===== src/rtl/ex_div_unit_pkg.sv =====
// Shared encodings for the EX-stage multi-cycle divider.
package ex_div_unit_pkg;

  typedef enum logic [1:0] {
    DIV_FREE    = 2'b00,
    DIV_BY_ZERO = 2'b01,
    DIV_ON      = 2'b10,
    DIV_END     = 2'b11
  } div_state_e;

  localparam logic DIV_START = 1'b1;
  localparam logic DIV_STOP  = 1'b0;

  localparam logic DIV_RESULT_READY     = 1'b1;
  localparam logic DIV_RESULT_NOT_READY = 1'b0;

endpackage


===== src/rtl/ex_div_unit.sv =====
// Restoring radix-2 signed/unsigned divider; one quotient bit per clock,
// result {remainder, quotient} held for EX until start_i drops.
//
// state       | meaning
// DIV_FREE    | idle, waiting for start_i
// DIV_BY_ZERO | divisor was zero, result forced to 0
// DIV_ON      | iterating, one quotient bit per edge
// DIV_END     | result valid, held until start_i falls
module ex_div_unit
  import ex_div_unit_pkg::*;
#(
  parameter int DATA_W = 32,
  parameter int CNT_W  = 6
) (
  input  logic                  clk,
  input  logic                  rst,
  input  logic                  start_i,
  input  logic                  annul_i,
  input  logic                  signed_div_i,
  input  logic [DATA_W-1:0]     opdata1_i,
  input  logic [DATA_W-1:0]     opdata2_i,
  output logic [2*DATA_W-1:0]   result_o,
  output logic                  ready_o
);

  localparam logic [CNT_W-1:0] LAST_CNT = CNT_W'(DATA_W);

  div_state_e state, state_nxt;
  logic [CNT_W-1:0]    cnt, cnt_nxt;
  // {partial_rem, quot}; the partial remainder's top bit is always zero
  // after a step, so only the shifted compare value carries the extra bit.
  logic [2*DATA_W-1:0] work, work_nxt;
  logic [DATA_W-1:0]   divisor, divisor_nxt;
  logic                is_signed, is_signed_nxt;
  logic                neg1, neg1_nxt;
  logic                neg2, neg2_nxt;
  logic [2*DATA_W-1:0] result_nxt;
  logic                ready_nxt;

  logic [DATA_W-1:0]   op1_abs, op2_abs;
  logic [DATA_W:0]     rem_shift, rem_diff;
  logic [2*DATA_W-1:0] step_work;
  logic [DATA_W-1:0]   quot_fix, rem_fix;

  assign op1_abs = (signed_div_i && opdata1_i[DATA_W-1]) ? -opdata1_i : opdata1_i;
  assign op2_abs = (signed_div_i && opdata2_i[DATA_W-1]) ? -opdata2_i : opdata2_i;

  always_comb begin
    rem_shift = {work[2*DATA_W-1:DATA_W], work[DATA_W-1]};
    rem_diff  = rem_shift - {1'b0, divisor};
    step_work = {rem_shift[DATA_W-1:0], work[DATA_W-2:0], 1'b0};
    if (rem_shift >= {1'b0, divisor}) begin
      step_work = {rem_diff[DATA_W-1:0], work[DATA_W-2:0], 1'b1};
    end
  end

  assign quot_fix = (is_signed && (neg1 ^ neg2)) ? -work[DATA_W-1:0] : work[DATA_W-1:0];
  assign rem_fix  = (is_signed && neg1) ? -work[2*DATA_W-1:DATA_W] : work[2*DATA_W-1:DATA_W];

  always_comb begin
    state_nxt     = state;
    cnt_nxt       = cnt;
    work_nxt      = work;
    divisor_nxt   = divisor;
    is_signed_nxt = is_signed;
    neg1_nxt      = neg1;
    neg2_nxt      = neg2;
    result_nxt    = result_o;
    ready_nxt     = ready_o;
    case (state)
      DIV_FREE: begin
        result_nxt = '0;
        ready_nxt  = DIV_RESULT_NOT_READY;
        if (start_i == DIV_START && !annul_i) begin
          if (opdata2_i == '0) begin
            state_nxt = DIV_BY_ZERO;
          end else begin
            state_nxt     = DIV_ON;
            cnt_nxt       = '0;
            work_nxt      = {{DATA_W{1'b0}}, op1_abs};
            divisor_nxt   = op2_abs;
            is_signed_nxt = signed_div_i;
            neg1_nxt      = opdata1_i[DATA_W-1];
            neg2_nxt      = opdata2_i[DATA_W-1];
          end
        end
      end
      DIV_BY_ZERO: begin
        state_nxt  = DIV_END;
        result_nxt = '0;
        ready_nxt  = DIV_RESULT_READY;
      end
      DIV_ON: begin
        if (annul_i) begin
          state_nxt = DIV_FREE;
        end else if (cnt != LAST_CNT) begin
          work_nxt = step_work;
          cnt_nxt  = cnt + CNT_W'(1);
        end else begin
          state_nxt  = DIV_END;
          result_nxt = {rem_fix, quot_fix};
          ready_nxt  = DIV_RESULT_READY;
        end
      end
      DIV_END: begin
        if (start_i == DIV_STOP) begin
          state_nxt  = DIV_FREE;
          result_nxt = '0;
          ready_nxt  = DIV_RESULT_NOT_READY;
        end
      end
      default: state_nxt = DIV_FREE;
    endcase
  end

  always_ff @(posedge clk) begin
    if (rst) begin
      state     <= DIV_FREE;
      cnt       <= '0;
      work      <= '0;
      divisor   <= '0;
      is_signed <= 1'b0;
      neg1      <= 1'b0;
      neg2      <= 1'b0;
      result_o  <= '0;
      ready_o   <= DIV_RESULT_NOT_READY;
    end else begin
      state     <= state_nxt;
      cnt       <= cnt_nxt;
      work      <= work_nxt;
      divisor   <= divisor_nxt;
      is_signed <= is_signed_nxt;
      neg1      <= neg1_nxt;
      neg2      <= neg2_nxt;
      result_o  <= result_nxt;
      ready_o   <= ready_nxt;
    end
  end

endmodule


===== config.mk =====
export PLATFORM = sky130hd
export DESIGN_NAME = ex_div_unit
export DESIGN_NICKNAME = d
export VERILOG_FILES = /design/src/rtl/ex_div_unit_pkg.sv /design/src/rtl/ex_div_unit.sv
export SDC_FILE = /design/constraint.sdc
export NUM_CORES = 1
export LEC_CHECK = 0
export CELL_PAD_IN_SITES_DETAIL_PLACEMENT = 1
export CELL_PAD_IN_SITES_GLOBAL_PLACEMENT = 1
export CORE_MARGIN = 4
export CORE_UTILIZATION = 45
export CTS_CLUSTER_DIAMETER = 100
export DETAILED_ROUTE_END_ITERATION = 7
export PLACE_DENSITY_LB_ADDON = 0.05
export SETUP_SLACK_MARGIN = 0.4
export SYNTH_ARGS = -nofsm -noshare
export SYNTH_HDL_FRONTEND = slang
export SYNTH_SLANG_ARGS = --single-unit

===== constraint.sdc =====
create_clock -name clk -period 6.05 [get_ports clk]
set_input_delay 0.605 -clock clk [delete_from_list [all_inputs] [get_ports clk]]
set_output_delay 0.605 -clock clk [all_outputs]
set_load 0.03 [all_outputs]

=== Yosys cells after proc, flatten, opt, wreduce, memory -nomap -nowiden ===
Cells that the tools add are included.
W data, S select, Z words.

* $add $sub $neg: 6
* Magnitude comparators: 1
* Equality and inequality tests: 11
* Multiplexer cells: 29
* Bitwise operators: 2
* Reduce and logical (&&, ||, !) cells: 14

{| class="wikitable"
|+ Operators by type and width
! cell !! count
|-
| $mux W64 || 8
|-
| $pmux W64 S3 || 1
|-
| $mux W32 || 4
|-
| $neg A32 Y32 || 4
|-
| $pmux W64 S2 || 1
|-
| $ge A33 B32 Y1 || 1
|-
| $logic_not A32 Y1 || 1
|-
| $sub A32 B32 Y32 || 1
|-
| $mux W6 || 4
|-
| $ne A2 B2 Y1 const B || 6
|-
| $pmux W6 S2 || 1
|-
| $mux W2 || 5
|-
| $reduce_and A3 Y1 || 3
|-
| $pmux W2 S4 || 1
|-
| $add A6 B1 Y6 const B || 1
|-
| $ne A6 B6 Y1 const B || 1
|-
| $logic_and A1 B1 Y1 || 5
|-
| $reduce_and A5 Y1 || 1
|-
| $eq A2 B2 Y1 const B || 2
|-
| $pmux W1 S4 || 1
|-
| $mux W1 || 3
|-
| $ne A3 B3 Y1 const B || 1
|-
| $eq A2 B1 Y1 const B || 1
|-
| $logic_not A2 Y1 || 1
|-
| other kinds (5) || 5
|}

* Register bits after elaboration: 172
* Output and inout bits: 65

=== Logic depth before layout (Yosys ltp) ===
Gate-level depths: netlist of the first run.

* Word-level depth: 6
* Gate-level depth with buffers: 14
* Gate-level depth less buffers: 13

=== Worst setup path before layout of the first run ===
OpenSTA, ideal clock, no wires.

* Path type: flip-flop to flip-flop
* Start: register work[43]
* End: register work[48]
* Setup time: 0.128 ns
* Arrival time: 2.835 ns
* Required time: 5.922 ns
* Slack: 3.087 ns
* Stages on the path, launching flop included: 13
* Path buffers: 3
* Clock period less this slack: 2.963 ns
* Cells stage by stage: dfxtp_1 -> ha_1 -> clkbuf_1 -> a21oi_1 -> o221ai_1 -> a221oi_1 -> o41ai_2 -> a41oi_1 -> o2111a_1 -> buf_2 -> buf_2 -> mux2i_1 -> o21ai_0

* Word-level cells in the longest chain between the ends: 5
* Elaborated cells between the ends (all ways): 6
* Those cells by class: add/sub (1); order compare (1); mux (4)

{| class="wikitable"
|+ RTL lines
! what !! line !! source
|-
| start, declared || ex_div_unit.sv:32 || <nowiki>logic [2*DATA_W-1:0] work, work_nxt;</nowiki>
|-
| start signal, assigned || ex_div_unit.sv:130 || <nowiki>work <= work_nxt;</nowiki>
|-
| $sub A32 B32 Y32 or $ge A33 B32 Y1 (tied branches) || ex_div_unit.sv:50, ex_div_unit.sv:52 ||
|-
| $mux W64 * || ex_div_unit.sv:52 || <nowiki>if (rem_shift >= {1'b0, divisor}) begin</nowiki>
|-
| $mux W64 * || ex_div_unit.sv:96 || <nowiki>end else if (cnt != LAST_CNT) begin</nowiki>
|-
| $mux W64 * || ex_div_unit.sv:94 || <nowiki>if (annul_i) begin</nowiki>
|-
| $pmux W64 S2 * || ex_div_unit.sv:70 || <nowiki>case (state)</nowiki>
|}

Mark *: on every way between the ends. The rest lies on a longest branch, timed or not. The select of a mux whose other input is x is not followed.
A chain may end at the register's enable or synchronous reset.

=== Worst setup path in the final report of the first run ===
* Start: register work[34]
* End: register work[52]

Same word-level chain as after synthesis.

==> impl.org, run 1 <==
** Logic synthesis
- Post-synth top flop :: dfxtp_1
- Sequential cell area fraction in the yosys report :: 0.322
- Of all flip-flops after synthesis, the portion carrying an async set or reset was 0.
- Synthesized net count :: 1,543
- Area of the mapped netlist :: 10,700 um^2
- Synthesis-stage register bit count :: 172
- For this run, the number of Yosys warnings is 0.
- Of the post-synthesis cell area, the dominant cell type holds 0.322.
- Synthesis handed over a netlist of 1,430 instances.
- Each instance of the synthesized netlist takes up on average 7.49 um^2.
- Counting instances in the post-synthesis netlist gives the leading cell types as 204 x nand2_1, 172 x dfxtp_1, 158 x nor2_1.
- The number of different library cells used by synthesis comes to 66.
- Largest area contributor in the synthesized netlist :: dfxtp_1
- Most used standard cell by instance count after synthesis :: nand2_1
- Sorting the synthesized cells by area gives the leading types as dfxtp_1 32%, nand2_1 7.2%, xnor2_1 6.9%.
- Yosys mapped a number of flops with a built-in enable equal to 0.

** CTS
- For this design, the sink count on the clock tree is 172.
- Clock H-tree levels :: 4
- Clock root buffer master :: clkbuf_16
- Number of buffers inserted by hold repair at cts :: 0
- After clock tree synthesis, the repair step resized 0 gates.
- Number of buffers added by the clock tree synthesis step :: 17
- Post-CTS timing repair inserted 0 buffers for setup.
- Clock latency on the worst-skew pair :: 0.43 ns
- Clock transition time at the flip-flop clock pins of the worst setup and hold paths :: 0.07 ns
- The clock passes through at most 2 buffers.
- TritonCTS built the clock tree.

** Place
- Placed cell count :: 1,805
- The congestion estimate from routability-driven global placement came to 0.889.
- Detailed placement ended at an HPWL of 25,300 um.
- IO buf count :: 133

** Worst setup path
- For the worst setup path, the data arrival time is 4.39 ns.
- The worst setup path is launched from a flip-flop.
- Setup slack on the worst reg-to-reg path comes out at 1.98 ns.
- Crit path required time :: 6.37 ns
- STA classifies the critical path endpoint as a flip-flop.
- Setup CP Type :: flip-flop to flip-flop
- Top fanout value on the critical path :: 41

** Power
- Clock Power Share :: 0.281
- Comb power frac :: 0.374
- IR analysis of the VDD net gives a maximum drop of 0.182 mV.
- Sw power :: 1.60 mW
- Of the total power, registers draw 0.345.
- Cell internal pwr :: 2.39 mW
- Summed over all cells, the static leakage comes to 4.71 nW.
- For this design the ratio of total power to cell area is 313 nW/um^2.
- Proportion of total power due to net switching :: 0.401

** Floorplanning
- Count of pins on the block boundary :: 134
- Height of the chip :: 162 um
- The initial utilization of the core area, before any placement, comes to 0.456.
- The floorplan has 56 rows.
- Core Area :: 23,500 um^2
- Die Footprint :: 26,300 um^2
- In this run the horizontal extent of the chip is 162 um.

** Timing
- Maximum clock frequency :: 245 MHz
- In the final timing run, aggregate negative setup slack is 0 ns.
- Max Transition Viols Final :: 0
- Clock tree skew after final layout :: 0.0159 ns
- Relative slew slack :: 0.300
- Of the available clock period, the critical path in the final layout requires 0.674.
- Post-layout min period :: 4.07 ns
- Unrepaired setup endpoints after global routing :: false
- Transition time of the tightest slew-check pin :: 1.05 ns
- Count of final setup violators :: 0
- Final hold violations :: 0

** Global route
- Vias in the first global route :: 10,100
- Entering global routing, the biggest net connects 73 pins.
- First-pass GRT wire length :: 54,200 um
- For this run the aggregate overflow at the end of global routing stands at 0.
- The number of antenna violations at the first check in global routing was 0.
- Overall global routing resource usage :: 0.252

** Hold path
- Worst min-delay path class :: flip-flop to flip-flop

** Cells and area
- Filler cells :: 2,941
- Share of post-route cells with drive strength above 1 :: 0.0356
- The repair_antennas step left the layout with diodes totalling 0.
- Finished Layout Cells :: 1,836
- After the last flow step, the layout net total stands at 1,618.
- The area growth from synthesis to layout is 19.2%.

** Run status
- Run status :: finished clean

** Drt
- In this run, the number of DRC markers left after iteration 0 of detailed routing was 620.
- Via total after detailed routing :: 10,300
- In the final routed layout, each cell accounts on average for 18.2 um.
- For this run, design rule violations remaining after detail routing come to 0.
- Using the TritonRoute via totals, the vias-per-cell ratio works out to 5.62.
- Wires add up to 33,400 um.
- The first TritonRoute pass finished after 4 iterations.
- Once detail routing completed, the nets flagged for antenna violations numbered 0.

** Run
- The tool flagged a number of max-cap violations equal to 0.
final timing paths:
check	cells after the start	endpoint	startpoint
max	11	work[52]	work[34]
min	2	result_o[35]	result_o[35]
max reg2reg	11	work[52]	work[34]
min reg2reg	2	result_o[35]	result_o[35]
sequential cells by signal, indices dropped and copies added, names as in the netlist:
signal,cells
neg1,1
work,64
is_signed,1
ready_o,1
result_o,64
divisor,32
neg2,1
cnt,6
state,2
metrics by stage:
| stage | util | total power, mW | hold slack, ns | setup WS [ns] | area (um^2) |
|---|---|---|---|---|---|
| 2_1_floorplan | - | 2.44 | 0.458 | 3.09 | 10700 |
| 3_3_place_gp | 0.519 | 2.83 | 0.436 | 2.11 | 12200 |
| 3_5_place_dp | 0.519 | 2.87 | 0.443 | 2.03 | 12200 |
| 4_1_cts | 0.544 | 4.00 | 0.457 | 2.00 | 12800 |
| 5_1_grt | 0.544 | 4.25 | 0.480 | 1.71 | 12800 |
| 6_report | 0.544 | 3.99 | 0.453 | 1.98 | 12800 |
cells by family after synthesis:
| logic type | synth area share |
|---|---|
| XOR/XNOR | 0.125 |
| multiplexers | 0.0124 |
| AO/OA/AOI/OAI | 0.225 |
| AND/OR/NAND/NOR | 0.212 |
| adder cells (fa/ha/maj) | 0.0521 |
| flip-flops | 0.322 |
| buffers and inverters | 0.0510 |
cells in the final DEF (no fill, tap or decap), types with 6 or more instances in the layout:
cell / count
nand2_1: 204
dfxtp_1: 172
nor2_1: 157
clkdlybuf4s50_1: 132
a21oi_1: 126
o21ai_0: 122
xnor2_1: 84
xor2_1: 69
inv_1: 58
ha_1: 42
a211oi_1: 36
a22oi_1: 33
nand3_1: 32
nor3_1: 25
o31ai_1: 17
clkbuf_16: 17
nor4_1: 13
mux2i_1: 11
nand4_1: 11
nand2b_1: 10
buf_4: 10
or3_1: 9
a31oi_1: 9
a21o_1: 8
and2_1: 8
o41ai_1: 8
nor2b_1: 6
o21a_1: 6
cell type report:
type / instances / area, um^2 / share of cell area
well taps: 319 / 399 / 0.0313
clock buffers: 20 / 447 / 0.0350
repair buffers: 142 / 1400 / 0.109
flip-flops and latches: 172 / 3440 / 0.270
inverters: 58 / 218 / 0.0171
clock inverters: 11 / 134 / 0.0105
multi-input cells: 1114 / 6730 / 0.527
power by group through the flow:
| stage | Clock (mW) | Sequential [mW] | Combinational [mW] |
|---|---|---|---|
| after detailed placement | 0 | 1.40 | 1.48 |
| final | 1.12 | 1.38 | 1.49 |
| after global routing | 1.19 | 1.39 | 1.67 |
| after global placement | 0 | 1.39 | 1.44 |
| after floorplan | 0 | 1.36 | 1.08 |
| after CTS | 1.13 | 1.37 | 1.49 |
worst max-delay path, cell delays in order (launching register included):
cell	delay [ns]
dfxtp_1	0.42
ha_1	0.44
nand2_1	0.15
a211oi_1	0.35
o22ai_1	0.26
o41ai_2	0.63
a41oi_1	0.32
o2111a_1	0.30
buf_4	0.26
nor4bb_1	0.23
buf_4	0.23
a221o_1	0.34
per-layer routing:
layer | vias to the layer above | track usage | wire length [um] | share of wire
met4 | 0 | 0.0515 | 333 | 0.010
li1 | 5127 | - | - | -
met2 | 250 | 0.380 | 14400 | 0.43
met5 | - | 0 | 0 | 0
met1 | 4925 | 0.386 | 17000 | 0.51
met3 | 25 | 0.0299 | 1600 | 0.048
(Power assumes the default switching activity.)
==> inputs of run 2 (changes only) <==
CORE_UTILIZATION = 37   (was 45)
clock period = 3.65 ns   (was 6.05 ns; I/O delays follow)
==> run 2 against run 1 <==
Effect of this change: non-clock buffer count increased by 36; clock skew increased by 0.0014 ns; final area increased by 3.8%; highest routed layer is now met5; core utilization decreased by 8.1 points; cell count increased by 5.6%; sequential share of layout area decreased by 0.95 points; hold slack got worse by 0.00068 ns.
==> impl.org, run 2 (synthesized netlist as in run 1, its figures left out) <==
** Worst setup path
- Worst setup slack for register-to-register paths :: 0.49 ns
- The critical path contains buffers and inverters numbering 3 combined.
- The startpoint identified for the worst register-to-register timing path is work[31].
- Setup CP Type :: flip-flop to flip-flop
- The number of cells on the worst reg-to-reg path is 12.
- Cell-by-cell trace of the critical path :: inv_1 -> ha_1 -> nand2b_1 -> a211oi_2 -> o22ai_2 -> o41ai_2 -> buf_4 -> a41oi_2 -> o2111a_2 -> nor4bb_1 -> buf_4 -> a221o_1
- STA classifies the critical path startpoint as a flip-flop.
- Crit-path leading delay family :: compound AO/OA/AOI/OAI gates
- For this run, the slowest stage of the critical path takes 0.35 ns.
- Most used cell along the critical path :: buf_4
- Worst-path cell with the longest stage delay :: o41ai_2
- Crit path required time :: 3.97 ns
- Crit path arrival time :: 3.48 ns
- STA classifies the critical path endpoint as a flip-flop.
- FF-to-FF End :: work[52]
- Along the worst path, the maximum fanout reaches 9.

** Cells and area
- Area occupied by registers :: 3450 um^2
- Leaving out fill and tap cells, the most frequent cells in the layout are 203 x nand2_1, 167 x dfxtp_1, 156 x nor2_1, 132 x clkdlybuf4s50_1, 124 x a21oi_1.
- The multi-input combinational cells in the finished layout cover a total of 6780 um^2.
- Of the cells placed in the final design, the portion with a size suffix greater than 1 is 0.0714.
- Compared with the post-synthesis result, the final layout area differs by 23.8%.
- ANT cells :: 0
- In the final layout, the registers with the most flip-flops are result_o x64, work x64, divisor x32.
- Most common cell after layout, fill and taps aside :: nand2_1
- Once layout is done, the placed cells without fillers occupy 13,300 um^2.
- The filler cells instantiated in the layout total 3,537.
- Leaving out filler cells and counting taps, the final layout contains 1,938.
- Number of nets at the end of the flow :: 1,654

** Global route
- The total overflow left after global routing is 0.
- In the global route stage, met2 resource usage came out at 0.385.
- Maximum number of pins on one net before global-route repair :: 86
- In the global route stage, overall resource usage came out at 0.212.
- met2 is the most crowded layer.
- First-pass GRT wire length :: 54,400 um
- The number of antenna violations at the first check in global routing came to 1.
- The number of global-route vias before repair is 10,300.
- M3 GR Usage :: 0.0322
- For met1 alone, demand over resource in global routing was 0.263.

** Hold path
- WHS Endpoint :: result_o[57]
- Along the worst hold path, the cell count comes to 2.
- The tightest min-delay check is of the flip-flop to flip-flop type.
- The startpoint identified for the worst hold timing path is result_o[57].

** Floorplanning
- The initialized floorplan defines 62 standard-cell rows.
- From bottom edge to top edge, the die measures 178 um.
- Count of pins on the block boundary :: 134
- Initial core utilization :: 0.374
- Core Area :: 28,600 um^2
- The die is 178 um wide.
- Die Footprint :: 31,700 um^2

** Power
- Cell internal pwr :: 4.12 mW
- Leakage :: 4.93 nW
- Proportion of total power due to net switching :: 0.395
- Worst voltage drop across the vdd grid :: 0.337 mV
- Sw power :: 2.69 mW
- Of the total power, the clock network draws 0.277.
- Of the total power, combinational logic draws 0.394.
- Pwr/cell area :: 514 nW/um^2
- Final Power :: 6.81 mW
- The share of total power dissipated in sequential elements is 0.329.

** CTS
- Buffer levels on the longest clock path :: 2
- For the worst-skew pair, the clock arrives at the later sink with an insertion delay of 0.44 ns.
- The root buffer cell chosen for the clock tree is clkbuf_16.
- TritonCTS built the clock tree.
- Clock H-tree levels :: 4
- Clock transition time at the flip-flop clock pins of the worst setup and hold paths :: 0.07 ns
- The tree built by TritonCTS fans out to 172 sinks.
- Number of buffers added by the clock tree synthesis step :: 17

** Timing
- Timing would allow up to 316 MHz.
- For the final routed database, the setup TNS stands at 0 ns.
- Post-layout min period :: 3.16 ns
- After layout, the worst setup slack is 0.488 ns.
- At the pin with the least slew margin, the transition time is 1.13 ns.
- Max Transition Viols Final :: 0
- Measured against its own limit, the worst slew margin works out to 0.243.
- Setup repair after global routing could not meet its margin everywhere.
- Between clock sinks in the finished design, the worst skew comes to 0.0172 ns.
- Final hold violations :: 0
- Count of final setup violators :: 0
- Of the available clock period, the critical path in the final layout requires 0.866.

** Place
- The count of buffers added on input and output ports is 133.
- Summing all placed instances gives a cell area of 12,600 um^2.
- Post-detail-place hpwl :: 26,000 um
- Timing analysis after detailed placement gives a worst setup slack of 0.172 ns.
- Including well taps, the total number of placed cells is 1,903.
- Global placement routability congestion :: 0.827

** Drt
- Detailed Routing Iterations Pass 1 :: 5
- Antenna violation net count after detailed routing :: 0
- Detail-routed via count per cell :: 5.34
- Final routed DRC violation total :: 0
- Routed wirelength normalized by instance count :: 17.5 um
- For this block, the initial DRC count from the detailed router was 446.
- Via total after detailed routing :: 10,400
- Total Routed Length :: 33,800 um

** Run
- Max-capacitance violation count :: 0

** Run status
- The run finished with clean final reports.
[run 2: changes by cell type in the layout (fill, tap and decap cells not counted), moves of 2 or more]
cell      previous run  this run
clkinv_4             0         4
o21ai_1              0         2
dfxtp_2              0         5
o21ai_0            122       120
dfxtp_1            172       167
a21oi_2              0         2
buf_4               10        41
ha_2                 1         5
ha_1                42        38
a21oi_1            126       124
buf_12               0         5
[run 2: what timing repair did]
item / 4_1_cts / 5_1_grt
resized for setup: 3 / 18
setup endpoints to repair: 12 / 16
pin swaps: 1 / 4
buffers inserted: 0 / 3
hold buffers: 0 / 0
[run 2: area by class of cell]
cell class	instances	area share
multi-input combinational	1114	0.511
sequential	172	0.260
timing repair buffer	178	0.130
tap	384	0.0363
clock buffer	19	0.0334
inverter	58	0.0164
clock inverter	13	0.0118
[run 2: worst register-to-register path, delay by kind of cell (launching register included)]
family | cells | cell delay [ns]
simple gates | 2 | 0.34
flops | 1 | 0.34
fa+ha+maj | 1 | 0.24
compound gates | 6 | 1.62
buf+inv | 3 | 0.53
[run 2: metal layers]
metal,vias up,wire [um]
met3,36,1240
met2,157,17200
met5,-,11
met4,2,537
met1,4951,14900
li1,5209,-
[run 2: stage by stage]
stage / hold WS [ns] / util
floorplan: 0.458 / -
global placement: 0.434 / 0.439
detailed placement: 0.441 / 0.439
CTS: 0.457 / 0.460
global route: 0.477 / 0.463
finish: 0.452 / 0.463
[run 2: worst max path at each step]
stage / to / startpoint / slack [ns] / depth (start not counted)
2_1_floorplan: work[48] / work[43] / 0.69 / 12
3_3_place_gp: work[33] / work[39] / 0.25 / 11
3_5_place_dp: divisor[0] / opdata2_i[0] / 0.17 / 11
4_1_cts: work[52] / divisor[4] / 0.34 / 11
5_1_grt: work[56] / work[39] / 0.35 / 12
6_report: work[52] / work[31] / 0.49 / 12
[run 2: power groups by stage]
stage	Combinational, mW	Sequential (mW)	Clock [mW]
after floorplan	1.79	2.26	0
after global placement	2.62	2.28	0
after detailed placement	2.67	2.28	0
after CTS	2.68	2.24	1.94
after global routing	2.98	2.27	2.01
final	2.68	2.24	1.89
==> inputs of run 3 (changes only) <==
GPL_ROUTABILITY_DRIVEN = 0   (was unset)
SLEW_MARGIN = 20   (was unset)
==> run 3 against run 2 <==
Effect of this change: clock power is essentially flat; sequential share of layout area is essentially flat; combinational power is essentially flat; hold slack is essentially flat; final area is essentially flat; wire length is essentially flat; maximum frequency is essentially flat; critical endpoint unchanged; largest cell class unchanged.
==> impl.org, run 3 (synthesized netlist as in run 1, its figures left out) <==
** Run
- The tool flagged a number of max-cap violations equal to 0.

** Timing
- Unrepaired setup endpoints after global routing :: true
- Final Hold Slack :: 0.452 ns
- Dividing the final minimum period by the clock period gives 0.867.
- Max Transition Viols Final :: 0
- For the final database, setup skew stands at 0.0173 ns.
- Count of final setup violators :: 0
- The final-report hold violation count came to 0.
- For this run, the top clock speed supported by timing is 316 MHz.
- Post-layout min period :: 3.16 ns
- For the pin with the worst max-slew slack, the measured transition is 0.947 ns.
- Total Neg Setup Slack :: 0 ns
- Relative slew slack :: 0.368

** Place
- Post-detailed-placement cell area :: 12,600 um^2
- The wire-length estimate of the detail-placed layout is 26,000 um.
- After detailed placement, the design holds a cell count of 1,903.
- IO buf count :: 133

** Floorplanning
- The floorplan has 62 rows.
- Height of the chip :: 178 um
- Die Footprint :: 31,700 um^2
- Initial core utilization :: 0.374
- The region available for standard cell placement spans 28,600 um^2.
- Count of pins on the block boundary :: 134
- From left edge to right edge, the die measures 178 um.

** Drt
- Detailed routing inserted a total of 10,300 vias.
- Detailed Routing Iterations Pass 1 :: 4
- Total Routed Length :: 33,800 um
- DRC marker count from the first detailed-route iteration :: 457
- Final routed DRC violation total :: 0
- In the final routed layout, each cell accounts on average for 17.5 um.
- Antenna violation net count after detailed routing :: 0
- Detail-routed via count per cell :: 5.34

** Global route
- Initial antenna violation count :: 1
- Across every metal layer, demand over resource in global routing totals 0.212.
- The number of global-route vias before repair is 10,300.
- Entering global routing, the biggest net connects 86 pins.
- The first global-routing pass estimated 54,400 um of wire.
- The total overflow left after global routing is 0.

** Worst setup path
- Max incr delay on CP :: 0.35 ns
- The worst register-to-register path has a depth of 12.
- Setup slack on the worst reg-to-reg path comes out at 0.49 ns.
- Most used cell along the critical path :: buf_4
- FF-to-FF End :: work[52]
- Top fanout value on the critical path :: 9
- On the critical path, the stage with the largest delay is an instance of o41ai_2.
- The startpoint identified for the worst register-to-register timing path is work[31].
- Startpoint Class :: flip-flop
- Crit path arrival time :: 3.48 ns
- Category of the worst setup path capture point :: flip-flop
- The critical path is of the flip-flop to flip-flop type.
- The signal on the critical path passes through inv_1 -> ha_1 -> nand2b_1 -> a211oi_2 -> o22ai_2 -> o41ai_2 -> buf_4 -> a41oi_2 -> o2111a_2 -> nor4bb_1 -> buf_4 -> a221o_1.
- Data on the critical path is required at its endpoint by 3.97 ns.

** CTS
- Number of clock sinks seen by CTS :: 172
- Counting the buffers created by CTS gives 17.
- Number of buffers inserted by hold repair at cts :: 0
- Clock tree synthesis selected as its root buffer the cell clkbuf_16.
- TritonCTS built the clock tree.
- Clock H-tree levels :: 4
- Clock-pin slew was measured on the worst setup and hold paths at 0.07 ns.
- Buffer levels on the longest clock path :: 2
- Clock latency on the worst-skew pair :: 0.44 ns

** Power
- Leakage :: 4.93 nW
- Worst voltage drop across the vdd grid :: 0.336 mV
- In this run the power density over the cells is 514 nW/um^2.

** Cells and area
- ANT cells :: 0
- Fill cells in the final layout number 3,535.
- Finished Layout Cells :: 1,938
- Number of nets at the end of the flow :: 1,654
- The largest registers in the layout are result_o x64, work x64, divisor x32.
- Of the cells placed in the final design, the portion with a size suffix greater than 1 is 0.0714.
- Area growth, synth to finish :: 23.9%
- Most common cell after layout, fill and taps aside :: nand2_1
- Commonest cells after routing, fill and taps aside :: 203 x nand2_1, 167 x dfxtp_1, 156 x nor2_1, 132 x clkdlybuf4s50_1, 124 x a21oi_1
- Area of all placed cells without fillers :: 13,300 um^2

** Hold path
- The tightest min-delay check is of the flip-flop to flip-flop type.
- The worst hold path begins at result_o[57].
- WHS Endpoint :: result_o[57]
- The worst hold path passes through 2 cells.

** Run status
- Run status :: finished clean
[run 3: cell count changes in the layout (fill, tap and decap cells not counted)]
| cell | change |
|---|---|
| nor2_2 | -1 |
| nor2_4 | +1 |
[run 3: power breakdown]
group,switching [mW],total (mW),internal (mW)
registers,0.187,2.24,2.05
logic,1.67,2.69,1.02
clock network,0.837,1.88,1.05
[run 3: worst max path at each step]
stage | from | end | slack [ns] | cells after the start
floorplan | work[43] | work[48] | 0.69 | 12
global placement | work[39] | work[33] | 0.25 | 11
detailed placement | opdata2_i[0] | divisor[0] | 0.17 | 11
CTS | divisor[4] | work[52] | 0.34 | 11
global route | work[39] | work[56] | 0.35 | 12
finish | work[31] | work[52] | 0.49 | 12
[run 3: routing by layer]
layer | vias up | global-route usage | part of all wire
met2 | 144 | 0.385 | 0.51
met4 | 2 | 0.0538 | 0.016
li1 | 5208 | - | -
met1 | 4957 | 0.263 | 0.44
met5 | - | 0 | 0.00033
met3 | 36 | 0.0322 | 0.034
[run 3: worst max-delay path, delay by kind of cell (launching register included)]
family | cells | cell delay, ns
flops | 1 | 0.34
compound gates | 6 | 1.62
buf+inv | 3 | 0.52
fa+ha+maj | 1 | 0.24
simple gates | 2 | 0.34
[run 3: through the flow]
stage                util  setup slack (ns)  total power, mW
floorplan               -             0.687             4.05
global placement    0.439             0.249             4.90
detailed placement  0.439             0.172             4.95
CTS                 0.460             0.341             6.86
global route        0.463             0.349             7.27
finish              0.463             0.487             6.81
[run 3: cell type report]
type                    instances  area, um^2  area share
clock buffers                  19         443      0.0334
well taps                     384         480      0.0362
multi-input cells            1114        6780       0.512
flip-flops and latches        172        3450       0.260
repair buffers                178        1730       0.130
inverters                      58         218      0.0164
clock inverters                13         156      0.0118
[run 3: timing repair]
action | in CTS | in global routing
endpoints found under the hold margin | 0 | 0
setup buffers | 0 | 3
endpoints found under the setup margin | 12 | 16
gates resized for setup | 3 | 18
pin swaps | 1 | 4
